File: src/rtl/op_sel_stage_if.sv
// Handshake bundle for op_sel_stage: operand request side, flush, and selected-operand output side.
interface op_sel_stage_if #(
  parameter int WIDTH = 32,
  parameter int NSRC  = 3,
  parameter int SELW  = 2
);
  logic                  in_valid;
  logic                  in_ready;
  logic [SELW-1:0]       sel;
  logic [NSRC*WIDTH-1:0] src;
  logic                  flush;
  logic                  out_valid;
  logic                  out_ready;
  logic [WIDTH-1:0]      out_data;
  logic                  out_sel_err;

  modport master (
    output in_valid, sel, src, flush, out_ready,
    input  in_ready, out_valid, out_data, out_sel_err
  );

  modport slave (
    input  in_valid, sel, src, flush, out_ready,
    output in_ready, out_valid, out_data, out_sel_err
  );
endinterface

File: src/rtl/op_sel_stage.sv
// Operand select stage: picks one of NSRC sources (or zero) at accept time and buffers it
// in a main+skid pair so in_ready is a pure register output.
module op_sel_stage #(
  parameter int WIDTH = 32,
  parameter int NSRC  = 3,
  parameter int SELW  = 2
) (
  input logic            clk,
  input logic            rst,
  op_sel_stage_if.slave  bus
);

  logic [WIDTH-1:0] src_arr [NSRC];
  logic [WIDTH-1:0] pick_data;
  logic             pick_err;

  logic             main_valid_reg, main_valid_next;
  logic [WIDTH-1:0] main_data_reg,  main_data_next;
  logic             main_err_reg,   main_err_next;
  logic             skid_valid_reg, skid_valid_next;
  logic [WIDTH-1:0] skid_data_reg,  skid_data_next;
  logic             skid_err_reg,   skid_err_next;

  logic accept;
  logic drain;

  generate
    for (genvar gi = 0; gi < NSRC; gi++) begin : g_src
      assign src_arr[gi] = bus.src[gi*WIDTH +: WIDTH];
    end
  endgenerate

  // sel==0 yields zero; anything above NSRC falls back to source 0 and raises the error flag
  always_comb begin
    pick_data = '0;
    pick_err  = 1'b0;
    if (int'(bus.sel) > NSRC) begin
      pick_data = src_arr[0];
      pick_err  = 1'b1;
    end else begin
      for (int k = 1; k <= NSRC; k++) begin
        if (bus.sel == SELW'(k)) pick_data = src_arr[k-1];
      end
    end
  end

  assign accept = bus.in_valid && !skid_valid_reg;
  assign drain  = main_valid_reg && bus.out_ready;

  always_comb begin
    main_valid_next = main_valid_reg;
    main_data_next  = main_data_reg;
    main_err_next   = main_err_reg;
    skid_valid_next = skid_valid_reg;
    skid_data_next  = skid_data_reg;
    skid_err_next   = skid_err_reg;
    if (bus.flush) begin
      main_valid_next = 1'b0;
      main_data_next  = '0;
      main_err_next   = 1'b0;
      skid_valid_next = 1'b0;
      skid_data_next  = '0;
      skid_err_next   = 1'b0;
    end else if (drain || !main_valid_reg) begin
      // main is free this edge: skid has priority; accept cannot coincide with a full skid
      if (skid_valid_reg) begin
        main_valid_next = 1'b1;
        main_data_next  = skid_data_reg;
        main_err_next   = skid_err_reg;
        skid_valid_next = 1'b0;
        skid_err_next   = 1'b0;
      end else if (accept) begin
        main_valid_next = 1'b1;
        main_data_next  = pick_data;
        main_err_next   = pick_err;
      end else begin
        main_valid_next = 1'b0;
        main_err_next   = 1'b0;
      end
    end else if (accept) begin
      skid_valid_next = 1'b1;
      skid_data_next  = pick_data;
      skid_err_next   = pick_err;
    end
  end

  always_ff @(posedge clk) begin
    if (rst) begin
      main_valid_reg <= 1'b0;
      main_data_reg  <= '0;
      main_err_reg   <= 1'b0;
      skid_valid_reg <= 1'b0;
      skid_data_reg  <= '0;
      skid_err_reg   <= 1'b0;
    end else begin
      main_valid_reg <= main_valid_next;
      main_data_reg  <= main_data_next;
      main_err_reg   <= main_err_next;
      skid_valid_reg <= skid_valid_next;
      skid_data_reg  <= skid_data_next;
      skid_err_reg   <= skid_err_next;
    end
  end

  assign bus.in_ready    = !skid_valid_reg;
  assign bus.out_valid   = main_valid_reg;
  assign bus.out_data    = main_data_reg;
  assign bus.out_sel_err = main_valid_reg && main_err_reg;

endmodule

File: src/flat_wrapper.sv
// flat-port wrapper written by rule: the top's interface ports become plain ports
module op_sel_stage_flat 
#(
  parameter int WIDTH = 32,
  parameter int NSRC  = 3,
  parameter int SELW  = 2
)
  (clk, rst, bus_in_valid, bus_sel, bus_src, bus_flush, bus_out_ready, bus_in_ready, bus_out_valid, bus_out_data, bus_out_sel_err);
  op_sel_stage_if #(.WIDTH(WIDTH), .NSRC(NSRC), .SELW(SELW)) bus_i ();
  input logic clk;
  input logic rst;
  input wire logic [$bits(bus_i.in_valid)-1:0] bus_in_valid;
  input wire logic [$bits(bus_i.sel)-1:0] bus_sel;
  input wire logic [$bits(bus_i.src)-1:0] bus_src;
  input wire logic [$bits(bus_i.flush)-1:0] bus_flush;
  input wire logic [$bits(bus_i.out_ready)-1:0] bus_out_ready;
  output wire logic [$bits(bus_i.in_ready)-1:0] bus_in_ready;
  output wire logic [$bits(bus_i.out_valid)-1:0] bus_out_valid;
  output wire logic [$bits(bus_i.out_data)-1:0] bus_out_data;
  output wire logic [$bits(bus_i.out_sel_err)-1:0] bus_out_sel_err;
  assign bus_i.in_valid = bus_in_valid;
  assign bus_i.sel = bus_sel;
  assign bus_i.src = bus_src;
  assign bus_i.flush = bus_flush;
  assign bus_i.out_ready = bus_out_ready;
  assign bus_in_ready = bus_i.in_ready;
  assign bus_out_valid = bus_i.out_valid;
  assign bus_out_data = bus_i.out_data;
  assign bus_out_sel_err = bus_i.out_sel_err;
  op_sel_stage #(.WIDTH(WIDTH), .NSRC(NSRC), .SELW(SELW)) u_core (.clk(clk), .rst(rst), .bus(bus_i));
endmodule
File: config.mk
export PLATFORM = sky130hd
export DESIGN_NAME = op_sel_stage_flat
export DESIGN_NICKNAME = d
export VERILOG_FILES = /design/src/rtl/op_sel_stage_if.sv /design/src/rtl/op_sel_stage.sv /design/src/flat_wrapper.sv
export SDC_FILE = /design/constraint.sdc
export NUM_CORES = 1
export LEC_CHECK = 0
export ABC_CLOCK_PERIOD_IN_PS = 1900
export BUFFER_PORTS_ARGS = -buffer_cell sky130_fd_sc_hd__buf_2
export CORE_MARGIN = 2
export CORE_UTILIZATION = 30
export CTS_CLUSTER_SIZE = 25
export DETAILED_ROUTE_END_ITERATION = 12
export PLACE_DENSITY = 0.61
export REMOVE_ABC_BUFFERS = 1
export SLEW_MARGIN = 20
export SYNTH_ARGS = -nofsm -noshare
export SYNTH_HDL_FRONTEND = slang
export SYNTH_SLANG_ARGS = --single-unit
File: constraint.sdc
create_clock -name clk -period 1.9 [get_ports clk]
set_clock_uncertainty 0.05 [all_clocks]
set_input_delay 0.095 -clock clk [delete_from_list [all_inputs] [get_ports clk]]
set_output_delay 0.095 -clock clk [all_outputs]
set_load 0.005 [all_outputs]
; Word-level counts from Yosys, hierarchy flattened
; Cells that the tools add are included.
[classes]
multipliers = 0
n_shift = 0
bitwise_logic = 1
div_mod_pow = 0
n_lt_le_gt_ge = 0
n_reduce_logical = 13
addsub = 0
n_mux = 11
n_eq_ne = 4
[op_table]
columns = op, n
row1 = two-way mux 32 bit, 5
row2 = two-way mux 1 bit, 6
row3 = AND reduction 2 bit, 3
row4 = == test 2 bit (second input constant), 2
row5 = nonzero test 2 bit, 2
row6 = logical AND 1 bit, 3
row7 = OR reduction 3 bit, 1
row8 = == test 2 x 1 -> 1 bit (second input constant), 1
row9 = logical NOT 1 bit, 2
row10 = inequality test 2 x 1 -> 1 bit (second input constant), 1
row11 = OR reduction 2 bit, 1
row12 = logical OR 1 bit, 1
row13 = inverter 1 bit, 1
[totals]
wordCells = 35
register_bits = 68
input_bits = 103
ramBits = 0
mem_bits_ro = 0
n_memories = 0
output_inout_bits = 35
latchBits = 0

; Longest topological paths before layout
; Gate-level depths: netlist of run 1.
[depth]
depth_word = 6
depth_mapped = 6
mapped_depth_nobuf = 3

; Worst setup path after synthesis of run 1
; No wires, ideal clock.
[synth_path]
kind = register to register
from = register u_core.main_valid_reg (netlist: u_core.bus.out_valid)
to = register u_core.main_data_reg[21] (netlist: u_core.bus.out_data[21])
arrival_ns = 1.322
stages_incl_launch_ff = 6
path_buffers = 2
t_required_ns = 1.758
slack_ns = 0.436
synth_period_minus_slack_ns = 1.464
setup_ns = 0.092
path_cell_list = dfxtp_1 nor2b_1 or3_1 buf_6 buf_8 o32ai_1
[synth_via]
elab_chain_cells = 3
[synth_lines]
columns = item, line
row1 = start: declaration, op_sel_stage.sv:17  ; logic main_valid_reg, main_valid_next;
row2 = start signal: assignment, op_sel_stage.sv:96  ; main_valid_reg <= main_valid_next;
row3 = logical AND 1 bit or logical NOT 1 bit (tied branches), "op_sel_stage.sv:48, op_sel_stage.sv:64"
row4 = logical OR 1 bit *, op_sel_stage.sv:64  ; end else if (drain || !main_valid_reg) begin
row5 = AND reduction 2 bit (no line) *, n/a
row6 = end signal: assignment, op_sel_stage.sv:97  ; main_data_reg <= main_data_next;
row7 = end: declaration, op_sel_stage.sv:18  ; logic [WIDTH-1:0] main_data_reg, main_data_next;
; Mark *: on every way between the ends. The rest lies on a longest branch, timed or not.
; A chain may end at the register's enable or synchronous reset.

; Worst setup path after layout of run 1
[layout_path]
from = register u_core.skid_valid_reg
to = output port bus_in_ready
[layout_via]
elab_chain_cells = 1
[layout_lines]
columns = item, line
row1 = start: declaration, op_sel_stage.sv:20  ; logic skid_valid_reg, skid_valid_next;
row2 = start signal: assignment, op_sel_stage.sv:99  ; skid_valid_reg <= skid_valid_next;
row3 = logical NOT 1 bit, op_sel_stage.sv:105  ; assign bus.in_ready = !skid_valid_reg;
row4 = end: declaration, flat_wrapper.sv:17  ; output wire logic [$bits(bus_i.in_ready)-1:0] bus_in_ready;
; Every way passes these cells.

==> results.yml, run 1 <==
outcome:
  status: "finished, final reports clean"
pwr:
  p_switching_mw: 0.737
  clock_power_share_pct: 34.8
  p_comb_share_pct: 15.9
  p_total_mw: 2.89
  seqPwrFrac_pct: 49.3
  max-vdd-ir-drop_mv: 0.263
  p_sw_share_pct: 25.5
  p_per_area_nw_per_um2: 652
  p_leak_nw: 1.89
  p_int_mw: 2.16
clock_tree:
  cts_buffers: 9
  path_clk_slew_ns: 0.07
  clkSinkCount: 66
  cts_tree: "built"
  worstSkewPairLatency_ns: 0.33
  cts_buffer_depth: 2
  cts_setup_buffers: 0
  htreeDepth: 3
  clock-root-buffer: "clkbuf_8"
critical_path:
  cp-end-kind: "output port"
  rrSetupSlack_ns: 0.28
  crit_path_frequent_cell: "buf_4"
  start_kind: "flip-flop"
  slowest_delay_ns: 0.40
  r2r-end: "u_core.bus.out_data[23]"
  cp.required_ns: 1.75
  crit_chain: "buf_4, inv_1, buf_4, buf_2"
  critPathSlowestCell: "dfxtp_1"
  cp_max_fo: 33
  reg2reg_depth: 4
  timing_worst_setup_path_type: "flip-flop to output port"
  worst-endpoint-arrival_ns: 1.54
  reg2reg_from: "u_core.bus.out_valid"
timing:
  relSlewSlack_pct: 57.2
  rsz0062_at_grt: "false"
  fmax_ghz: 0.595
  worst_pin_slew_ns: 0.643
  slew_viol_final: 0
  fin_ws_ns: 0.218
  fin_crit_sh_pct: 88.5
  period_needed_ns: 1.68
  hold_viol_final: 0
  finalSetupViolCount: 0
routing:
  final_antenna_net_count: 0
  drtIter0Drc: 179
  via_count: 3453
  post_drt_via_cell_ratio: 5.25
  dr.pass1.iters: 7
  wl_per_cell_um: 15.2
  wl_mm: 9.97
  drc: 0
worst_hold_path:
  hold_path_startpoint: "bus_src[10]"
  hold-path-endpoint: "u_core.skid_data_reg[10]"
  hold_depth: 3
  hp-class: "input pin to flip-flop"
global_routing:
  busiest_layer: "met2"
  antenna_found_initial: 0
  met2_usage_pct: 28.9
  grt_use_total_pct: 16.7
  grt_pass1_vias: 3397
  grt_pass1_wl_mm: 15.8
  use_met3_pct: 3.79
  grt_max_degree: 37
  grt.met1_usage_pct: 21.0
  grt-ovfl-total: 0
cells_and_area:
  drive_gt1_share_pct: 38.8
  seq_area_um2: 1320
  fillers: 1125
  nets: 616
  multi_input_area_um2: 1700
  syn2layout_area_growth_pct: 32.8
  diodes: 0
die:
  dieWidth_um: 110
  rows: 38
  start_util_pct: 30.9
  core-area_um2: 10800
  die_h_um: 110
  die_area_um2: 12000
  ios: 138
yosys:
  syn_area_um2: 3340
  yosys_warnings: 0
  ys_seq_area_share_pct: 39.5
  async_reset_ff_share_pct: 0
  synth-edff-count: 0
  syn_inst: 379
  synth_cell_type_count: 23
  ys_ff_latch: 66
  synth_ff_type: "dfxtp_1"
  syn_avg_cell_area_um2: 8.82
placed_design:
  port_buffers: 136
  dp_hpwl_mm: 6.86
  gp_congestion: 0.732
  post-place-ws_ns: 0.291
job:
  drv_cap: 0
## synth_stat cells, types with 2 or more instances
| master | n | area [um^2] |
|---|---|---|
| dfxtp_1 | 66 | 1320 |
| nor2_1 | 66 | 248 |
| a221oi_1 | 64 | 561 |
| inv_1 | 33 | 124 |
| mux2_2 | 32 | 360 |
| o21ai_0 | 32 | 160 |
| o32ai_1 | 32 | 280 |
| clkbuf_1 | 29 | 109 |
| buf_2 | 8 | 40.0 |
| buf_8 | 3 | 45.0 |
| nor2b_1 | 2 | 12.5 |
## critical path: cells and delay by family, from the launching register on
kind | cells | cell delay [ns]
buf+inv | 4 | 0.81
flops | 1 | 0.40
## what timing repair did
action / CTS / global route
endpoints found under the hold margin: 15 / 0
resized for setup: 0 / 0
hold buffers: 15 / 0
endpoints found under the setup margin: 0 / 0
## per-layer routing
metal  share of wire (%)  up-vias
met2                  48      133
met5                   0        -
li1                    -     1700
met3                 6.4        8
met4                0.74        0
met1                  45     1612
## metrics by stage
stage	instance area [um^2]	hold slack [ns]	util (%)	TNS, ns	std cells
6_report	4440	0.0122	41.0	0	658
5_1_grt	4440	0.00582	41.0	0	658
4_1_cts	4440	0.00134	41.0	0	658
3_5_place_dp	4130	0.340	38.1	0	627
3_3_place_gp	4130	0.326	38.1	0	627
2_1_floorplan	3130	0.220	-	-60.52	336
## worst max-delay path by stage
stage                                from                      end  cells after the start
global route        u_core.skid_valid_reg             bus_in_ready                      4
detailed placement   u_core.bus.out_valid  u_core.bus.out_data[23]                      4
floorplan                      bus_sel[1]   u_core.bus.out_data[0]                      3
global placement     u_core.bus.out_valid  u_core.bus.out_data[15]                      4
finish              u_core.skid_valid_reg             bus_in_ready                      4
CTS                 u_core.skid_valid_reg             bus_in_ready                      4
## power groups by stage
| stage | Combinational (mW) | Sequential, mW | Clock [mW] |
|---|---|---|---|
| 2_1_floorplan | 0.197 | 1.46 | 0 |
| 3_3_place_gp | 0.427 | 1.46 | 0 |
| 3_5_place_dp | 0.437 | 1.46 | 0 |
| 4_1_cts | 0.462 | 1.43 | 1.04 |
| 5_1_grt | 0.509 | 1.43 | 1.11 |
| 6_report | 0.459 | 1.43 | 1.01 |
## placed cells by master, fill, tap and decap left out, drive strengths merged
cell,instances
a21oi,1
a221oi,64
and4bb,1
buf,151
clkbuf,13
clkinv,3
conb,1
dfxtp,66
dlygate4sd3,15
inv,33
mux2,32
nand2b,1
nand4bb,1
nor2,66
nor2b,2
nor3,1
o21ai,33
o32ai,32
or2,1
or3,1
## cell families (layout without fill, tap and decap cells)
| logic type | Yosys count | in the layout | synth area share [%] |
|---|---|---|---|
| compound gates | 130 | 130 | 30.2 |
| buf+inv | 76 | 215 | 10.2 |
| flops | 66 | 66 | 39.5 |
| mux | 32 | 32 | 10.8 |
| other cells | 1 | 1 | 0.112 |
| simple gates | 74 | 74 | 9.20 |
## cell type report
cell class | count | share of cell area [%]
clock buffer | 13 | 3.35
sequential | 66 | 29.7
inverter | 33 | 2.79
clock inverter | 3 | 0.338
multi-input combinational | 237 | 38.3
tap | 140 | 3.94
timing repair buffer | 166 | 21.5
(Power assumes the default switching activity.)
==> run 2, diff against run 1 <==
- ABC_CLOCK_PERIOD_IN_PS: 1900 -> 1500
- PLACE_DENSITY: 0.61 -> 0.63
- clock period: 1.9 -> 1.5 ns (I/O delays scaled with it)
==> results.yml, run 2 (synthesis results as in run 1) <==
cells_and_area:
  drive_gt1_share_pct: 41.2
  syn2layout_area_growth_pct: 45.0
  seq_area_um2: 1320
  final_common_cell: "buf_2"
  nets: 637
  multi_input_area_um2: 1810
  postLayoutCoreUtil_pct: 44.7
  diodes: 0
  instances_no_fill: 679
  layout_common_cells: "136 x buf_2, 65 x nor2_1, 65 x dfxtp_1"
  fillers: 1104
  final_design_area_no_fill_um2: 4850
die:
  core-area_um2: 10800
  die_h_um: 110
  dieWidth_um: 110
  ios: 138
  die_area_um2: 12000
  start_util_pct: 30.9
  rows: 38
routing:
  post_drt_via_cell_ratio: 5.32
  wl_per_cell_um: 15.0
  drtIter0Drc: 209
  wl_mm: 10.2
  via_count: 3609
  drc: 0
  dr.pass1.iters: 6
  final_antenna_net_count: 0
timing:
  fmax_ghz: 0.681
  fin_crit_sh_pct: 98.0
  hold_viol_final: 0
  slew_viol_final: 0
  period_needed_ns: 1.47
  fin_setup_tns_ns: 0
  rsz0062_at_grt: "true"
  finalSetupViolCount: 0
critical_path:
  crit_buf_inv: 1
  slowest_delay_ns: 0.41
  cp-end-kind: "flip-flop"
  start_kind: "flip-flop"
  critPathSlowestCell: "or3_4"
  timing_worst_setup_path_type: "flip-flop to flip-flop"
  cp_max_fo: 17
  crit_chain: "nor2b_1, or3_4, buf_8, o32ai_1"
  crit_family: "simple AND/OR/NAND/NOR gates"
  worst-endpoint-arrival_ns: 1.65
  cp.required_ns: 1.68
pwr:
  p_total_mw: 3.96
  clock_power_share_pct: 37.5
  p_int_mw: 2.97
  p_comb_share_pct: 16.9
  p_leak_nw: 2.04
  p_sw_share_pct: 25.1
  p_switching_mw: 0.992
  p_per_area_nw_per_um2: 817
  max-vdd-ir-drop_mv: 0.429
  seqPwrFrac_pct: 45.6
placed_design:
  port_buffers: 136
  gp_congestion: 0.751
  dp_hpwl_mm: 7.10
  placed_area_um2: 4220
  dp_cells: 633
job:
  drv_cap: 0
global_routing:
  grt_pass1_wl_mm: 16.2
  antenna_found_initial: 0
  grt_use_total_pct: 17.0
  grt_pass1_vias: 3564
  grt_max_degree: 35
  grt-ovfl-total: 0
worst_hold_path:
  hp-class: "input pin to flip-flop"
outcome:
  status: "finished, final reports clean"
clock_tree:
  worstSkewPairLatency_ns: 0.33
  cts_buffers: 9
  path_clk_slew_ns: 0.08
  clkSinkCount: 66
  cts_tree: "built"
  cts_buffer_depth: 2
  htreeDepth: 3
  clock-root-buffer: "clkbuf_8"
## run 2: cell count changes in the layout (fill, tap and decap cells not counted), sizes merged
cell,change
buf,+6
clkinvlp,+1
dlygate4sd3,+15
bufinv,+1
clkbuf,-1
clkinv,-1
## run 2: layout make-up
type / instances / share of cell area [%]
timing repair buffer: 187 / 25.2
clock buffer: 12 / 2.99
sequential: 66 / 27.3
clock inverter: 4 / 1.06
inverter: 33 / 2.55
multi-input combinational: 237 / 37.4
tap: 140 / 3.61
## run 2: repair_timing
action / in CTS / in global routing
setup endpoints to repair: 13 / 33
buffers inserted: 0 / 0
hold endpoints to repair: 30 / 0
pin swaps: 0 / 0
gates resized for setup: 2 / 19
hold buffers: 30 / 0
## run 2: power by group through the flow
| stage | logic (mW) | clock network (mW) | registers, mW |
|---|---|---|---|
| 2_1_floorplan | 0.250 | 0 | 1.85 |
| 3_3_place_gp | 0.563 | 0 | 1.85 |
| 3_5_place_dp | 0.579 | 0 | 1.85 |
| 4_1_cts | 0.641 | 1.53 | 1.81 |
| 5_1_grt | 0.735 | 1.60 | 1.81 |
| 6_report | 0.669 | 1.48 | 1.81 |
## run 2: worst register-to-register path, stage by stage, from the launching register on
cell and delay (ns):
dfxtp_1 0.31, nor2b_1 0.14, or3_4 0.41, buf_8 0.18, o32ai_1 0.28
## run 2: path summary, 6_finish.rpt
path                                              start                       to  slack (ns)  cells after the start
worst max-delay path               u_core.bus.out_valid  u_core.bus.out_data[13]        0.03                      4
worst min-delay path                         bus_src[1]  u_core.skid_data_reg[1]        0.01                      3
worst max register to register     u_core.bus.out_valid  u_core.bus.out_data[13]        0.03                      4
worst min register to register  u_core.bus.out_data[26]  u_core.bus.out_data[26]        0.41                      2
## run 2: routing by layer
| layer | wire length (um) | global-route usage, % | part of all wire [%] |
|---|---|---|---|
| met4 | 140 | 5.42 | 1.4 |
| met1 | 4350 | 20.4 | 43 |
| met2 | 5230 | 30.6 | 51 |
| met5 | 0 | 0 | 0 |
| met3 | 487 | 3.08 | 4.8 |
## run 2: metrics by stage
step                hold WS, ns  worst slack (ns)
floorplan                 0.200             -1.42
global placement          0.305            0.0541
detailed placement        0.313           -0.0144
CTS                     0.00595           -0.0213
global route             0.0338           -0.0288
finish                   0.0147            0.0307
==> run 3, diff against run 2 <==
- CORE_UTILIZATION: 30 -> 35
- MAX_ROUTING_LAYER: default -> met4
- PLACE_DENSITY: 0.63 -> 0.71
==> results.yml, run 3 (synthesis results as in run 1) <==
global_routing:
  grt_use_total_pct: 20.3
  grt-ovfl-total: 0
  grt_pass1_vias: 3593
  grt_pass1_wl_mm: 16.3
  grt_max_degree: 37
  antenna_found_initial: 1
timing:
  period_needed_ns: 1.47
  fin_crit_sh_pct: 98.0
  fin_ws_ns: 0.0299
  rsz0062_at_grt: "true"
  hold_viol_final: 0
  fmax_ghz: 0.680
  finalSetupViolCount: 0
  slew_viol_final: 0
routing:
  wl_per_cell_um: 15.3
  final_antenna_net_count: 0
  drc: 0
  post_drt_via_cell_ratio: 5.43
  wl_mm: 10.2
  dr.pass1.iters: 7
  drtIter0Drc: 180
  via_count: 3608
pwr:
  p_leak_nw: 2.04
  clock_power_share_pct: 38.6
  p_switching_mw: 0.946
  p_total_mw: 4.02
  seqPwrFrac_pct: 44.9
  max-vdd-ir-drop_mv: 0.496
  p_per_area_nw_per_um2: 836
  p_sw_share_pct: 23.5
  p_int_mw: 3.08
  p_comb_share_pct: 16.4
cells_and_area:
  syn2layout_area_growth_pct: 43.8
  final_common_cell: "buf_2"
  drive_gt1_share_pct: 40.7
  nets: 634
  layout_common_cells: "136 x buf_2, 65 x nor2_1, 65 x dfxtp_1"
  instances_no_fill: 665
clock_tree:
  htreeDepth: 3
  cts_buffers: 9
  cts_buffer_depth: 2
  worstSkewPairLatency_ns: 0.32
  cts_tree: "built"
  cts_setup_buffers: 0
  clock-root-buffer: "clkbuf_8"
  path_clk_slew_ns: 0.07
  clkSinkCount: 66
outcome:
  status: "finished, final reports clean"
placed_design:
  dp_hpwl_mm: 7.02
  dp_cells: 622
  port_buffers: 136
  post-place-ws_ns: -0.00971
  gp_congestion: 0.757
critical_path:
  rrSetupSlack_ns: 0.03
  critPathSlowestCell: "or3_4"
  worst-endpoint-arrival_ns: 1.65
  slowest_delay_ns: 0.40
  start_kind: "flip-flop"
  timing_worst_setup_path_type: "flip-flop to flip-flop"
  cp.required_ns: 1.68
  cp_max_fo: 18
  crit_chain: "nor2b_1, or3_4, buf_8, o32ai_1"
  cp-end-kind: "flip-flop"
die:
  rows: 35
  start_util_pct: 36.2
  ios: 138
  die_area_um2: 10400
  core-area_um2: 9240
  die_h_um: 102
  dieWidth_um: 102
job:
  drv_cap: 0
worst_hold_path:
  hp-class: "input pin to flip-flop"
[run 3: timing repair]
action	4_1_cts	5_1_grt
gates resized for setup	9	13
hold buffers	27	0
hold endpoints to repair	27	0
setup endpoints to repair	19	33
pin swaps	0	1
[run 3: cell type report]
type,instances,area [um^2]
fill,859,4430
multi-input combinational,237,1800
sequential,66,1320
timing repair buffer,184,1200
tap,129,161
clock buffer,12,135
inverter,33,124
clock inverter,3,65.1
antenna,1,2.50
[run 3: path summary, 6_finish.rpt]
path	startpoint	endpoint	depth (start not counted)
min reg2reg	u_core.bus.out_data[5]	u_core.bus.out_data[5]	2
min	bus_src[19]	u_core.skid_data_reg[19]	3
max	u_core.bus.out_valid	u_core.bus.out_data[1]	4
max reg2reg	u_core.bus.out_valid	u_core.bus.out_data[1]	4
[run 3: layer usage]
metal | share of wire, % | track usage [%]
met5 | 0 | -
met4 | 0.58 | 5.72
met3 | 6.9 | 4.14
met2 | 51 | 34.6
met1 | 41 | 24.2
[run 3: worst max-delay path: cells and delay by family, from the launching register on]
kind / cells / cell delay [ns]
simple gates: 2 / 0.55
buf+inv: 1 / 0.18
compound gates: 1 / 0.29
flops: 1 / 0.31
[run 3: power by group through the flow]
stage | Sequential [mW] | Clock (mW) | Combinational (mW)
floorplan | 1.85 | 0 | 0.250
global placement | 1.85 | 0 | 0.556
detailed placement | 1.85 | 0 | 0.574
CTS | 1.81 | 1.59 | 0.639
global route | 1.81 | 1.68 | 0.726
finish | 1.81 | 1.55 | 0.661
[run 3: through the flow]
| stage | setup TNS [ns] | util (%) | cell area, um^2 | hold slack (ns) |
|---|---|---|---|---|
| after floorplan | -84.85 | - | 3130 | 0.200 |
| after CTS | -0.0442 | 51.1 | 4720 | 0.000197 |
| after detailed placement | -0.0181 | 45.5 | 4200 | 0.322 |
| final | 0 | 52.0 | 4810 | 0.0184 |
| after global placement | 0 | 45.5 | 4200 | 0.310 |
| after global routing | -0.0761 | 52.0 | 4810 | 0.00684 |
